## src/rtl/jump_rs_ctrl_pkg.sv

```systemverilog
// Shared definitions for the jump/branch reservation station: FSM state
// encoding, the "operand valid" tag value and the compare-unit codes.
package jump_rs_ctrl_pkg;

  typedef enum logic [2:0] {
    ST_IDLE    = 3'd0,
    ST_WAIT    = 3'd1,
    ST_EXEC    = 3'd2,
    ST_RESOLVE = 3'd3,
    ST_DONE    = 3'd4
  } state_t;

  // A producer tag of zero means the operand value is already present.
  localparam int TAG_NONE = 0;

  // Compare codes understood by the compare unit (RISC-V funct3 layout).
  localparam logic [2:0] CMP_EQ  = 3'b000;
  localparam logic [2:0] CMP_NE  = 3'b001;
  localparam logic [2:0] CMP_LT  = 3'b100;
  localparam logic [2:0] CMP_GE  = 3'b101;
  localparam logic [2:0] CMP_LTU = 3'b110;
  localparam logic [2:0] CMP_GEU = 3'b111;

  // Reference behaviour of the compare unit for a given code.
  function automatic logic cmp_taken(input logic [2:0] cmp,
                                     input logic [31:0] a,
                                     input logic [31:0] b);
    logic r;
    case (cmp)
      CMP_EQ:  r = (a == b);
      CMP_NE:  r = (a != b);
      CMP_LT:  r = ($signed(a) < $signed(b));
      CMP_GE:  r = ($signed(a) >= $signed(b));
      CMP_LTU: r = (a < b);
      CMP_GEU: r = (a >= b);
      default: r = 1'b0;
    endcase
    return r;
  endfunction

endpackage

```

## src/rtl/jump_rs_ctrl_operand.sv

```systemverilog
// One operand slot of the reservation station: holds a producer tag and a
// value, snoops the CDB while waiting and bypasses a broadcast that lands
// in the same cycle the op is issued.
module jump_rs_operand_slot
  import jump_rs_ctrl_pkg::*;
#(
  parameter int TAG_W = 3
) (
  input  logic             clk,
  input  logic             rst,
  input  logic             flush,
  input  logic             load,       // op accepted this cycle
  input  logic             snoop,      // slot is waiting on the CDB
  input  logic [TAG_W-1:0] issue_q,
  input  logic [31:0]      issue_v,
  input  logic             cdb_valid,
  input  logic [TAG_W-1:0] cdb_tag,
  input  logic [31:0]      cdb_data,
  output logic [31:0]      value,
  output logic             ready_nxt   // tag will be zero after this edge
);

  logic [TAG_W-1:0] tag;
  logic             issue_hit;
  logic             snoop_hit;

  assign issue_hit = cdb_valid && (issue_q != TAG_W'(TAG_NONE)) && (cdb_tag == issue_q);
  assign snoop_hit = cdb_valid && (tag != TAG_W'(TAG_NONE)) && (cdb_tag == tag);
  assign ready_nxt = load ? ((issue_q == TAG_W'(TAG_NONE)) || issue_hit)
                          : ((tag == TAG_W'(TAG_NONE)) || snoop_hit);

  // Tag/value register: load on issue (with bypass), capture on CDB match.
  always_ff @(posedge clk or posedge rst) begin
    if (rst) begin
      tag   <= '0;
      value <= '0;
    end else if (flush) begin
      tag   <= '0;
    end else if (load) begin
      if (issue_hit) begin
        tag   <= '0;
        value <= cdb_data;
      end else begin
        tag   <= issue_q;
        value <= issue_v;
      end
    end else if (snoop && snoop_hit) begin
      tag   <= '0;
      value <= cdb_data;
    end
  end

endmodule

```

## src/rtl/jump_rs_ctrl.sv

```systemverilog
// Single-entry reservation station and sequencer for the jump/branch FU.
// Optional statistics counters are built when JUMP_RS_STATS_EN is defined.
module jump_rs_ctrl
  import jump_rs_ctrl_pkg::*;
#(
  parameter int TAG_W  = 3,
  parameter int FU_LAT = 2
) (
  input  logic             clk,
  input  logic             rst,
  input  logic             flush,
  input  logic             issue_valid,
  output logic             issue_ready,
  input  logic             issue_jalr,
  input  logic             issue_branch,
  input  logic [2:0]       issue_cmp_ctrl,
  input  logic [31:0]      issue_pc,
  input  logic [31:0]      issue_imm,
  input  logic [TAG_W-1:0] issue_q1,
  input  logic [TAG_W-1:0] issue_q2,
  input  logic [31:0]      issue_v1,
  input  logic [31:0]      issue_v2,
  input  logic [TAG_W-1:0] issue_dst_tag,
  input  logic             cdb_valid,
  input  logic [TAG_W-1:0] cdb_tag,
  input  logic [31:0]      cdb_data,
  output logic             fu_en,
  output logic             fu_jalr,
  output logic [2:0]       fu_cmp_ctrl,
  output logic [31:0]      fu_rs1,
  output logic [31:0]      fu_rs2,
  output logic [31:0]      fu_imm,
  output logic [31:0]      fu_pc,
  input  logic [31:0]      fu_pc_jump,
  input  logic [31:0]      fu_pc_wb,
  input  logic             fu_cmp_res,
  output logic             redirect_valid,
  output logic [31:0]      redirect_pc,
  output logic             wb_valid,
  input  logic             wb_ready,
  output logic [TAG_W-1:0] wb_tag,
  output logic [31:0]      wb_data
`ifdef JUMP_RS_STATS_EN
  ,
  output logic [31:0]      stat_resolved,
  output logic [31:0]      stat_taken
`endif
);

  // Counter spans 0..FU_LAT: cycle 0 is the fu_en cycle, cycle FU_LAT samples results.
  localparam int CNT_W = (FU_LAT < 1) ? 1 : $clog2(FU_LAT + 1);

  state_t     state;
  logic [CNT_W-1:0] cnt;
  logic       is_branch;
  logic       redirect_q;
  logic       load;
  logic       rdy1_nxt, rdy2_nxt;

  assign load = (state == ST_IDLE) && issue_valid && !flush;

  jump_rs_operand_slot #(.TAG_W(TAG_W)) u_slot1 (
    .clk(clk), .rst(rst), .flush(flush), .load(load), .snoop(state == ST_WAIT),
    .issue_q(issue_q1), .issue_v(issue_v1),
    .cdb_valid(cdb_valid), .cdb_tag(cdb_tag), .cdb_data(cdb_data),
    .value(fu_rs1), .ready_nxt(rdy1_nxt)
  );

  jump_rs_operand_slot #(.TAG_W(TAG_W)) u_slot2 (
    .clk(clk), .rst(rst), .flush(flush), .load(load), .snoop(state == ST_WAIT),
    .issue_q(issue_q2), .issue_v(issue_v2),
    .cdb_valid(cdb_valid), .cdb_tag(cdb_tag), .cdb_data(cdb_data),
    .value(fu_rs2), .ready_nxt(rdy2_nxt)
  );

  // The redirect pulse is registered but a flush in the RESOLVE cycle must
  // still kill it, so the flush gate is applied on the output.
  assign redirect_valid = redirect_q && !flush;

  // Sequencer FSM with registered handshake/FU outputs.
  always_ff @(posedge clk or posedge rst) begin
    if (rst) begin
      state       <= ST_IDLE;
      cnt         <= '0;
      is_branch   <= 1'b0;
      issue_ready <= 1'b1;
      fu_en       <= 1'b0;
      fu_jalr     <= 1'b0;
      fu_cmp_ctrl <= '0;
      fu_imm      <= '0;
      fu_pc       <= '0;
      redirect_q  <= 1'b0;
      redirect_pc <= '0;
      wb_valid    <= 1'b0;
      wb_tag      <= '0;
      wb_data     <= '0;
    end else begin
      fu_en      <= 1'b0;
      redirect_q <= 1'b0;
      if (flush) begin
        state       <= ST_IDLE;
        cnt         <= '0;
        wb_valid    <= 1'b0;
        issue_ready <= 1'b1;
      end else begin
        case (state)
          ST_IDLE: begin
            if (issue_valid) begin
              fu_jalr     <= issue_jalr;
              fu_cmp_ctrl <= issue_cmp_ctrl;
              fu_imm      <= issue_imm;
              fu_pc       <= issue_pc;
              is_branch   <= issue_branch;
              wb_tag      <= issue_dst_tag;
              issue_ready <= 1'b0;
              if (rdy1_nxt && rdy2_nxt) begin
                state <= ST_EXEC;
                fu_en <= 1'b1;
              end else begin
                state <= ST_WAIT;
              end
            end
          end
          ST_WAIT: begin
            if (rdy1_nxt && rdy2_nxt) begin
              state <= ST_EXEC;
              fu_en <= 1'b1;
            end
          end
          ST_EXEC: begin
            if (cnt == CNT_W'(FU_LAT)) begin
              cnt         <= '0;
              state       <= ST_RESOLVE;
              redirect_q  <= !is_branch || fu_cmp_res;
              redirect_pc <= fu_pc_jump;
              wb_data     <= fu_pc_wb;
            end else begin
              cnt <= cnt + 1'b1;
            end
          end
          ST_RESOLVE: begin
            if (is_branch) begin
              state       <= ST_IDLE;
              issue_ready <= 1'b1;
            end else begin
              state    <= ST_DONE;
              wb_valid <= 1'b1;
            end
          end
          ST_DONE: begin
            if (wb_ready) begin
              wb_valid    <= 1'b0;
              state       <= ST_IDLE;
              issue_ready <= 1'b1;
            end
          end
          default: begin
            state       <= ST_IDLE;
            issue_ready <= 1'b1;
          end
        endcase
      end
    end
  end

`ifdef JUMP_RS_STATS_EN
  // Resolution and taken-redirect counters, free-running with wrap.
  always_ff @(posedge clk or posedge rst) begin
    if (rst) begin
      stat_resolved <= '0;
      stat_taken    <= '0;
    end else begin
      if (state == ST_RESOLVE && !flush) stat_resolved <= stat_resolved + 32'd1;
      if (redirect_valid) stat_taken <= stat_taken + 32'd1;
    end
  end
`endif

endmodule
```

## config.mk

```make
export PLATFORM = sky130hd
export DESIGN_NAME = jump_rs_ctrl
export DESIGN_NICKNAME = d
export VERILOG_FILES = /design/src/rtl/jump_rs_ctrl_pkg.sv /design/src/rtl/jump_rs_ctrl_operand.sv /design/src/rtl/jump_rs_ctrl.sv
export SDC_FILE = /design/constraint.sdc
export NUM_CORES = 1
export LEC_CHECK = 0
export ABC_AREA = 1
export BUFFER_PORTS_ARGS = -buffer_cell sky130_fd_sc_hd__buf_2
export CORE_AREA = 2 2 174 176
export CTS_BUF_LIST = sky130_fd_sc_hd__clkbuf_2
export CTS_CLUSTER_SIZE = 12
export DETAILED_ROUTE_END_ITERATION = 8
export DIE_AREA = 0 0 176 178
export SLEW_MARGIN = 20
export SYNTH_ARGS = -nofsm -noshare
export SYNTH_HDL_FRONTEND = slang
export SYNTH_SLANG_ARGS = --single-unit
```

## constraint.sdc

```tcl
create_clock -name clk -period 8.95 [get_ports clk]
set_clock_uncertainty 0.15 [all_clocks]
set_input_delay 1.79 -clock clk [delete_from_list [all_inputs] [get_ports clk]]
set_output_delay 1.79 -clock clk [all_outputs]
set_load 0.1 [all_outputs]
```

==> reports/qor.txt, run 1 <==
Asr flop ratio synth: 100%
All-layer global routing usage: 19.5%
Synth area leader: dfrtp_1
RSZ-0062 raised after global routing: false
Area delta synth->final: 32.8%
Setup violations, final: 0
WL/cell: 17.2 um
Mean Syn Cell Area: 9.57 um^2
Clock Tree Root: clkbuf_2
Yosys reg bits: 215
Setup CP Type: primary input to primary output
Routability cong.: 0.813
Hold WC Path Type: register to register
Dpl cell area: 11700 um^2
Synth Flop Type: dfrtp_1
Fill count: 2980
Clock sinks: 215
Via count: 8945
Via-to-Cell Ratio: 4.81
Min-Delay Startpoint: fu_imm[4]$_DFFE_PP0P_
Grt total ovfl: 0
Outcome: finished clean
Pre-antenna DRT Iters: 5
R2r worst-path depth: 8
Clock Pin Slew Worst Setup and Hold Paths: 0.10 ns
Die Y: 178 um
Req. time, crit path: 7.01 ns
Detail Route Antenna Nets: 0
Reg2reg end: fu_imm[2]$_DFFE_PP0P_
R2r setup slk: 6.13 ns
Critical path launch point type: primary input
Antenna violations before repair: 5
Worst setup startpoint: flush
Slew HR: 41.8%
Sequential element share of the synthesized area: 58.2%
Number of global-route vias before repair: 8844
Die area: 31300 um^2
DRT Wirelength: 32000 um
Final hold vios: 0
Post-synth top area share: 58.0%
CTS tree: yes
DP HPWL: 22200 um
Hold_ws: 0.335 ns
F_max: 223 MHz
Finished Cell Area: 12300 um^2
Tightest Pin Transition: 0.872 ns
Final Net Count: 1674
Post-CTS sizing: 0
Post-CTS Hold Buffers: 0
Core area: 29400 um^2
Hold Path Depth: 2
H-Tree Depth: 2
Die extent in x: 176 um
I/O Buffers: 450
Crit-path max FO: 8
Post-synth EDFFs: 0
Final Max Tran Viols: 0
Commonest non-fill, non-tap cells in the layout: buf_2 (450), nand2_1 (293), dfrtp_1 (214)
Iter 0 DRT Violations: 441
Post-Synthesis Net Count: 1214
Std-Cell Rows: 63
Boundary Pins: 451
Worst-Skew Late Latency: 0.82 ns
Post-synth cell types: 28
Synth warn: 0
Fin Setup TNS: 0 ns
Area contributors post-synth: dfrtp_1 (58%), nand2_1 (12%), a21oi_1 (8.7%)
Num CTS Buffers: 58
Share of cells above drive strength 1: 43.6%
Max-cap viol count: 0
Tcrit/Tclk final: 50.2%
Post-CTS Setup Inserts: 0
Synthesized cell area: 9240 um^2
RR Startpoint: state[0]$_DFFE_PP0P_
Clock buffer depth: 3
Final min period: 4.49 ns
Worst Path Arrival: 2.55 ns
Syn Inst Count: 966
Hold EP: fu_imm[4]$_DFFE_PP0P_
# DRC: 0
Largest net degree at the start of global routing: 101
Commonest non-fill, non-tap cell in the layout: buf_2
Global-route wire length before repair: 48200 um
Initial Utilization: 31.4%
Setup crit end kind: primary output
==> per-stage QoR <==
stage	utilization [%]	std cells	worst slack (ns)
2_1_floorplan	-	966	1.13
5_1_grt	41.7	1859	4.40
4_1_cts	41.7	1857	4.44
3_5_place_dp	39.9	1756	4.27
3_3_place_gp	39.9	1756	4.31
6_report	41.7	1860	4.46
==> layout make-up <==
class,count,area (um^2),share of cell area (%)
Antenna cell,3,7.51,0.0612
Tap cell,390,488,3.98
Timing Repair Buffer,462,2340,19.1
Clock inverter,11,75.1,0.612
Inverter,36,145,1.18
Clock buffer,90,450,3.67
Multi-Input combinational cell,653,3380,27.5
Sequential cell,215,5380,43.9
==> sequential cells by signal (all words and copies together) (netlist names), 2 cells and up <==
register and flops:
state 3, u_slot2.value 32, u_slot2.tag 3, fu_cmp_ctrl 3
u_slot1.tag 3, fu_pc 32, cnt 2, wb_tag 3
redirect_pc 32, fu_imm 32, u_slot1.value 32, wb_data 32
==> cells in the mapped netlist (2+ instances only) <==
master and n:
nand2_1 293, dfrtp_1 214, a21oi_1 160, mux2_2 64, nand3_1 45, a31oi_1 35
buf_2 31, inv_1 30, nor2_1 21, clkbuf_1 12, o21ai_0 10, buf_6 7
buf_1 6, buf_4 6, inv_2 6, nor3_1 6, nand2_2 4, o22ai_1 3
o21ai_4 2, or2_2 2, xor2_1 2
==> worst max-delay path by stage <==
| stage | endpoint | slack (ns) |
|---|---|---|
| 2_1_floorplan | cnt[0]$_DFFE_PP0P_ | 1.13 |
| 3_3_place_gp | is_branch$_DFFE_PP0P_ | 4.31 |
| 3_5_place_dp | fu_imm[2]$_DFFE_PP0P_ | 4.27 |
| 4_1_cts | redirect_valid | 4.44 |
| 5_1_grt | redirect_valid | 4.40 |
| 6_report | redirect_valid | 4.46 |
==> worst max-delay path, stage by stage <==
cell and delay [ns]:
buf_2 0.16, nor2_1 0.11, buf_2 0.47
==> cell families (layout without fill, tap and decap cells) <==
| group | count (synthesis) | in the layout | synth area share, % |
|---|---|---|---|
| simple gates | 375 | 375 | 16.2 |
| flops | 215 | 215 | 58.2 |
| compound gates | 212 | 212 | 12.3 |
| buf+inv | 98 | 599 | 5.21 |
| mux | 64 | 64 | 7.80 |
| xor+xnor | 2 | 2 | 0.190 |
| other cells | 0 | 3 | 0 |
==> routing by layer <==
| layer | vias to the layer above | GRT usage [%] | part of all wire [%] |
|---|---|---|---|
| met4 | 6 | 6.71 | 2.6 |
| met2 | 510 | 33.0 | 48 |
| met5 | - | 0 | 0.11 |
| met3 | 71 | 6.52 | 11 |
| met1 | 4179 | 23.2 | 38 |
| li1 | 4179 | - | - |
Power of run 1 is left out: the tool's default activity adds up to more than one toggle a clock period on the data nets, which glitch-free logic cannot reach.
==> inputs of run 2 (changes only) <==
--- a/config.mk
+++ b/config.mk
@@ -5,7 +5,7 @@
 export SDC_FILE = /design/constraint.sdc
 export NUM_CORES = 1
 export LEC_CHECK = 0
-export ABC_AREA = 1
+export ABC_AREA = 0
 export BUFFER_PORTS_ARGS = -buffer_cell sky130_fd_sc_hd__buf_2
 export CORE_AREA = 2 2 174 176
 export CTS_BUF_LIST = sky130_fd_sc_hd__clkbuf_2
==> constraint.sdc (replaced) <==
create_clock -name clk -period 4.4 [get_ports clk]
set_clock_uncertainty 0.15 [all_clocks]
set_input_delay 0.88 -clock clk [delete_from_list [all_inputs] [get_ports clk]]
set_output_delay 0.88 -clock clk [all_outputs]
set_load 0.1 [all_outputs]
==> reports/qor.txt, run 2 <==
Outcome: finished clean
I/O Buffers: 450
Sequential element share of the synthesized area: 58.3%
Number of global-route vias before repair: 7812
Critical Path Slowest Stage Cell: dfstp_2
Hold EP: fu_imm[8]$_DFFE_PP0P_
Post-synth EDFFs: 0
Share of cells above drive strength 1: 51.9%
Routability cong.: 0.787
Hold Path Depth: 3
Final Net Count: 1529
CP bufs+invs: 1
Post-Synthesis Net Count: 1047
Die Y: 178 um
Via-to-Cell Ratio: 4.52
Grt total ovfl: 0
Slowest stage delay, CP: 0.55 ns
CTS tree: yes
Met3 Use GR: 5.54%
WL/cell: 15.7 um
Area delta synth->final: 34.2%
Setup crit end kind: primary output
Final hold vios: 0
Top delay family on crit path: flip-flops
Global route hottest layer: met2
Detail Route Antenna Nets: 0
# DRC: 0
Min-Delay Startpoint: issue_imm[8]
Post-synth top area share: 58.0%
Req. time, crit path: 3.37 ns
DRT Wirelength: 26900 um
Clock Pin Slew Worst Setup and Hold Paths: 0.10 ns
Asr flop ratio synth: 100%
Area contributors post-synth: dfrtp_1 (58%), mux2_2 (12%), nand2_1 (9.0%)
Antenna violations before repair: 7
Count leader, synth: nand2_1
Final min period: 2.82 ns
Max-cap viol count: 0
Worst Path Arrival: 1.79 ns
Commonest non-fill, non-tap cell in the layout: buf_2
Post-CTS Setup Inserts: 0
Critical path, cell by cell: buf_2
Critical path launch point type: register
Post-synth cell types: 51
RSZ-0062 raised after global routing: false
Clock Tree Root: clkbuf_2
R2r setup slk: 1.65 ns
Met2 usage: 29.4%
DP HPWL: 19300 um
Std-Cell Rows: 63
H-Tree Depth: 2
Iter 0 DRT Violations: 219
Die extent in x: 176 um
F_max: 355 MHz
Met1 Use GR: 17.4%
Initial Utilization: 31.4%
Pre-antenna DRT Iters: 4
Yosys reg bits: 215
Tightest Pin Transition: 0.984 ns
Mean Syn Cell Area: 11.6 um^2
Synthesized cell area: 9240 um^2
Worst-Skew Late Latency: 0.81 ns
Synth warn: 0
Synth Flop Type: dfrtp_1
Hold WC Path Type: primary input to register
Syn Inst Count: 799
Post-CTS sizing: 0
RR Startpoint: state[0]$_DFFE_PP0P_
Final Max Tran Viols: 0
Top cells by count, synth: nand2_1 (221), dfrtp_1 (214), mux2_2 (98)
Fin Setup TNS: 0 ns
Synth area leader: dfrtp_1
Core area: 29400 um^2
Global-route wire length before repair: 40300 um
R2r worst-path depth: 5
Tcrit/Tclk final: 64.0%
Boundary Pins: 451
Crit-path max FO: 2
All-layer global routing usage: 16.2%
Setup CP Type: register to primary output
Die area: 31300 um^2
Clock buffer depth: 3
Reg2reg end: redirect_pc[21]$_DFFE_PP0P_
Num CTS Buffers: 57
Slew HR: 34.4%
Setup violations, final: 0
Clock sinks: 215
Commonest non-fill, non-tap cells in the layout: buf_2 (450), nand2_1 (221), dfrtp_1 (214)
Largest net degree at the start of global routing: 147
Via count: 7727
## run 2: changes by cell type after synthesis, sizes merged, moves of 9 or more
cell | before | now
inv | 36 | 9
mux2 | 64 | 128
buf | 50 | 32
xnor2 | 0 | 9
a31oi | 35 | 2
a21oi | 160 | 43
mux2i | 0 | 32
nor2 | 22 | 42
nand2 | 297 | 221
nand3 | 45 | 6
## run 2: through the flow
stage	util, %	instances	instance area, um^2	setup WS, ns	hold slack (ns)
2_1_floorplan	-	799	9240	0.573	0.313
3_3_place_gp	40.2	1600	11800	1.24	0.304
3_5_place_dp	40.2	1600	11800	1.20	0.306
4_1_cts	42.1	1705	12400	1.46	0.000844
5_1_grt	42.1	1708	12400	1.43	0.00231
6_report	42.2	1711	12400	1.58	0.0942
## run 2: logic make-up after synthesis
| group | count (synthesis) | share of synthesized area [%] |
|---|---|---|
| compound gates | 75 | 5.37 |
| xor+xnor | 9 | 0.854 |
| buf+inv | 56 | 3.17 |
| flops | 215 | 58.3 |
| mux | 160 | 20.2 |
| simple gates | 284 | 12.1 |
## run 2: worst max-delay path by stage
| stage | cells past startpoint | startpoint | slack, ns | to |
|---|---|---|---|---|
| after floorplan | 1 | rst | 0.57 | cnt[0]$_DFFE_PP0P_ |
| after global placement | 7 | cdb_tag[0] | 1.24 | u_slot2.value[12]$_DFFE_PP0P_ |
| after detailed placement | 6 | flush | 1.20 | redirect_pc[24]$_DFFE_PP0P_ |
| after CTS | 1 | issue_ready$_DFFE_PP1P_ | 1.46 | issue_ready |
| after global routing | 1 | issue_ready$_DFFE_PP1P_ | 1.43 | issue_ready |
| final | 1 | issue_ready$_DFFE_PP1P_ | 1.58 | issue_ready |
## run 2: what timing repair did
action,in CTS,in global routing
hold endpoints to repair,12,0
hold buffers,12,0
endpoints found under the setup margin,0,0
## run 2: final cells by class
| cell class | count | area, um^2 |
|---|---|---|
| antenna | 6 | 15.0 |
| clock buffer | 82 | 410 |
| clock inverter | 11 | 43.8 |
| fill | 2956 | 17000 |
| inverter | 9 | 37.5 |
| multi-input combinational | 528 | 3580 |
| sequential | 215 | 5380 |
| tap | 390 | 488 |
| timing repair buffer | 470 | 2440 |
## run 2: routing by layer
layer	routed length (um)	part of all wire [%]
met5	11	0.041
met3	2350	8.7
met2	13900	52
met4	706	2.6
met1	9950	37
Power of run 2 is left out for the same reason.
==> inputs of run 3 (changes only) <==
==> constraint.sdc (replaced) <==
create_clock -name clk -period 2.78 [get_ports clk]
set_clock_uncertainty 0.15 [all_clocks]
set_input_delay 0.556 -clock clk [delete_from_list [all_inputs] [get_ports clk]]
set_output_delay 0.556 -clock clk [all_outputs]
set_load 0.1 [all_outputs]
==> reports/qor.txt, run 3 (synthesis results as in run 2) <==
DRT Wirelength: 32100 um
Num CTS Buffers: 59
RSZ-0062 raised after global routing: false
All-layer global routing usage: 19.7%
Clock buffer depth: 3
Share of cells above drive strength 1: 43.8%
Fin util: 52.3%
I/O Buffers: 450
F_max: 371 MHz
Final Max Tran Viols: 0
R2r worst-path depth: 7
Hold WC Path Type: primary input to async pin
Tightest Pin Transition: 0.524 ns
Routability cong.: 0.826
Tcrit/Tclk final: 96.8%
Pre-antenna DRT Iters: 6
Std-Cell Rows: 63
Die extent in x: 176 um
Critical path launch point type: primary input
Outcome: finished clean
Slew HR: 65.3%
Clock Pin Slew Worst Setup and Hold Paths: 0.10 ns
Via count: 9064
Post-CTS Setup Inserts: 0
Max-cap viol count: 0
Clock sinks: 215
Crit-path max FO: 17
WL/cell: 16.0 um
Reg2reg end: u_slot2.value[26]$_DFFE_PP0P_
R2r setup slk: 0.15 ns
Initial Utilization: 31.4%
RR Startpoint: state[1]$_DFFE_PP0P_
Worst-Skew Late Latency: 0.83 ns
Core area: 29400 um^2
Final hold vios: 0
Via-to-Cell Ratio: 4.52
Commonest non-fill, non-tap cell in the layout: buf_2
Grt total ovfl: 0
# DRC: 0
Die Y: 178 um
Final min period: 2.69 ns
H-Tree Depth: 2
Clock Tree Root: clkbuf_2
Setup crit end kind: register
Setup violations, final: 0
Worst Path Arrival: 3.25 ns
Area delta synth->final: 66.5%
Dpl cell area: 12000 um^2
CTS tree: yes
Hold_ws: 0.158 ns
Global-route wire length before repair: 49100 um
Final Net Count: 1813
Die area: 31300 um^2
Antenna violations before repair: 7
Req. time, crit path: 3.34 ns
Finished Cell Area: 15400 um^2
Fin cells: 2006
Commonest non-fill, non-tap cells in the layout: buf_2 (450), dlygate4sd3_1 (279), nand2_1 (221)
Setup CP Type: primary input to register
Boundary Pins: 451
Detail Route Antenna Nets: 0
Largest net degree at the start of global routing: 76
Worst setup startpoint: issue_q2[2]
Number of global-route vias before repair: 9602
DP HPWL: 20000 um
Placed Cells: 1615
Iter 0 DRT Violations: 400
run 3: changes by cell type in the layout (fill, tap and decap cells not counted), sizes merged:
| cell | delta |
|---|---|
| buf | +15 |
| bufinv | +2 |
| clkbuf | +1 |
| clkinv | +9 |
| clkinvlp | +1 |
| diode | +1 |
| dlygate4sd3 | +267 |
| inv | -1 |
run 3: layer usage:
layer,global-route usage [%],wire length (um),vias up
met1,21.1,11700,4306
met2,35.5,16600,422
met3,5.75,2500,103
met4,9.81,1350,0
li1,-,-,4233
met5,0,0,-
run 3: critical path, cell delays in order:
cell and delay (ns):
dlygate4sd3_1 0.56, buf_2 0.15, xnor2_1 0.19, nand3_1 0.18, o21ai_4 0.46, buf_12 0.25
mux2i_1 0.22, dlygate4sd3_1 0.59, a21oi_1 0.07
run 3: through the flow:
step	worst slack, ns	setup TNS (ns)
global placement	0.243	0
CTS	0.0589	0
global route	0.0217	0
floorplan	-0.723	-154.80
detailed placement	0.206	0
finish	0.0882	0
run 3: timing repair:
| item | 4_1_cts | 5_1_grt |
|---|---|---|
| hold endpoints to repair | 429 | 0 |
| setup endpoints to repair | 0 | 8 |
| resized for setup | 0 | 2 |
| hold buffers | 279 | 0 |
run 3: how the worst max path moves through the flow:
stage	endpoint	slack [ns]	cells past startpoint
2_1_floorplan	cnt[0]$_DFFE_PP0P_	-0.72	1
6_report	u_slot2.value[26]$_DFFE_PP0P_	0.09	9
3_3_place_gp	u_slot1.value[29]$_DFFE_PP0P_	0.24	7
5_1_grt	u_slot2.value[4]$_DFFE_PP0P_	0.02	7
3_5_place_dp	u_slot1.value[29]$_DFFE_PP0P_	0.21	7
4_1_cts	u_slot1.tag[0]$_DFFE_PP0P_	0.06	5
run 3: layout make-up:
type | instances | area (um^2)
Timing Repair Buffer | 752 | 5310
Clock buffer | 83 | 415
Clock inverter | 22 | 145
Sequential cell | 215 | 5380
Tap cell | 390 | 488
Multi-Input combinational cell | 528 | 3580
Fill cell | 2530 | 14000
Antenna cell | 7 | 17.5
Inverter | 9 | 37.5
Power of run 3 is left out for the same reason.
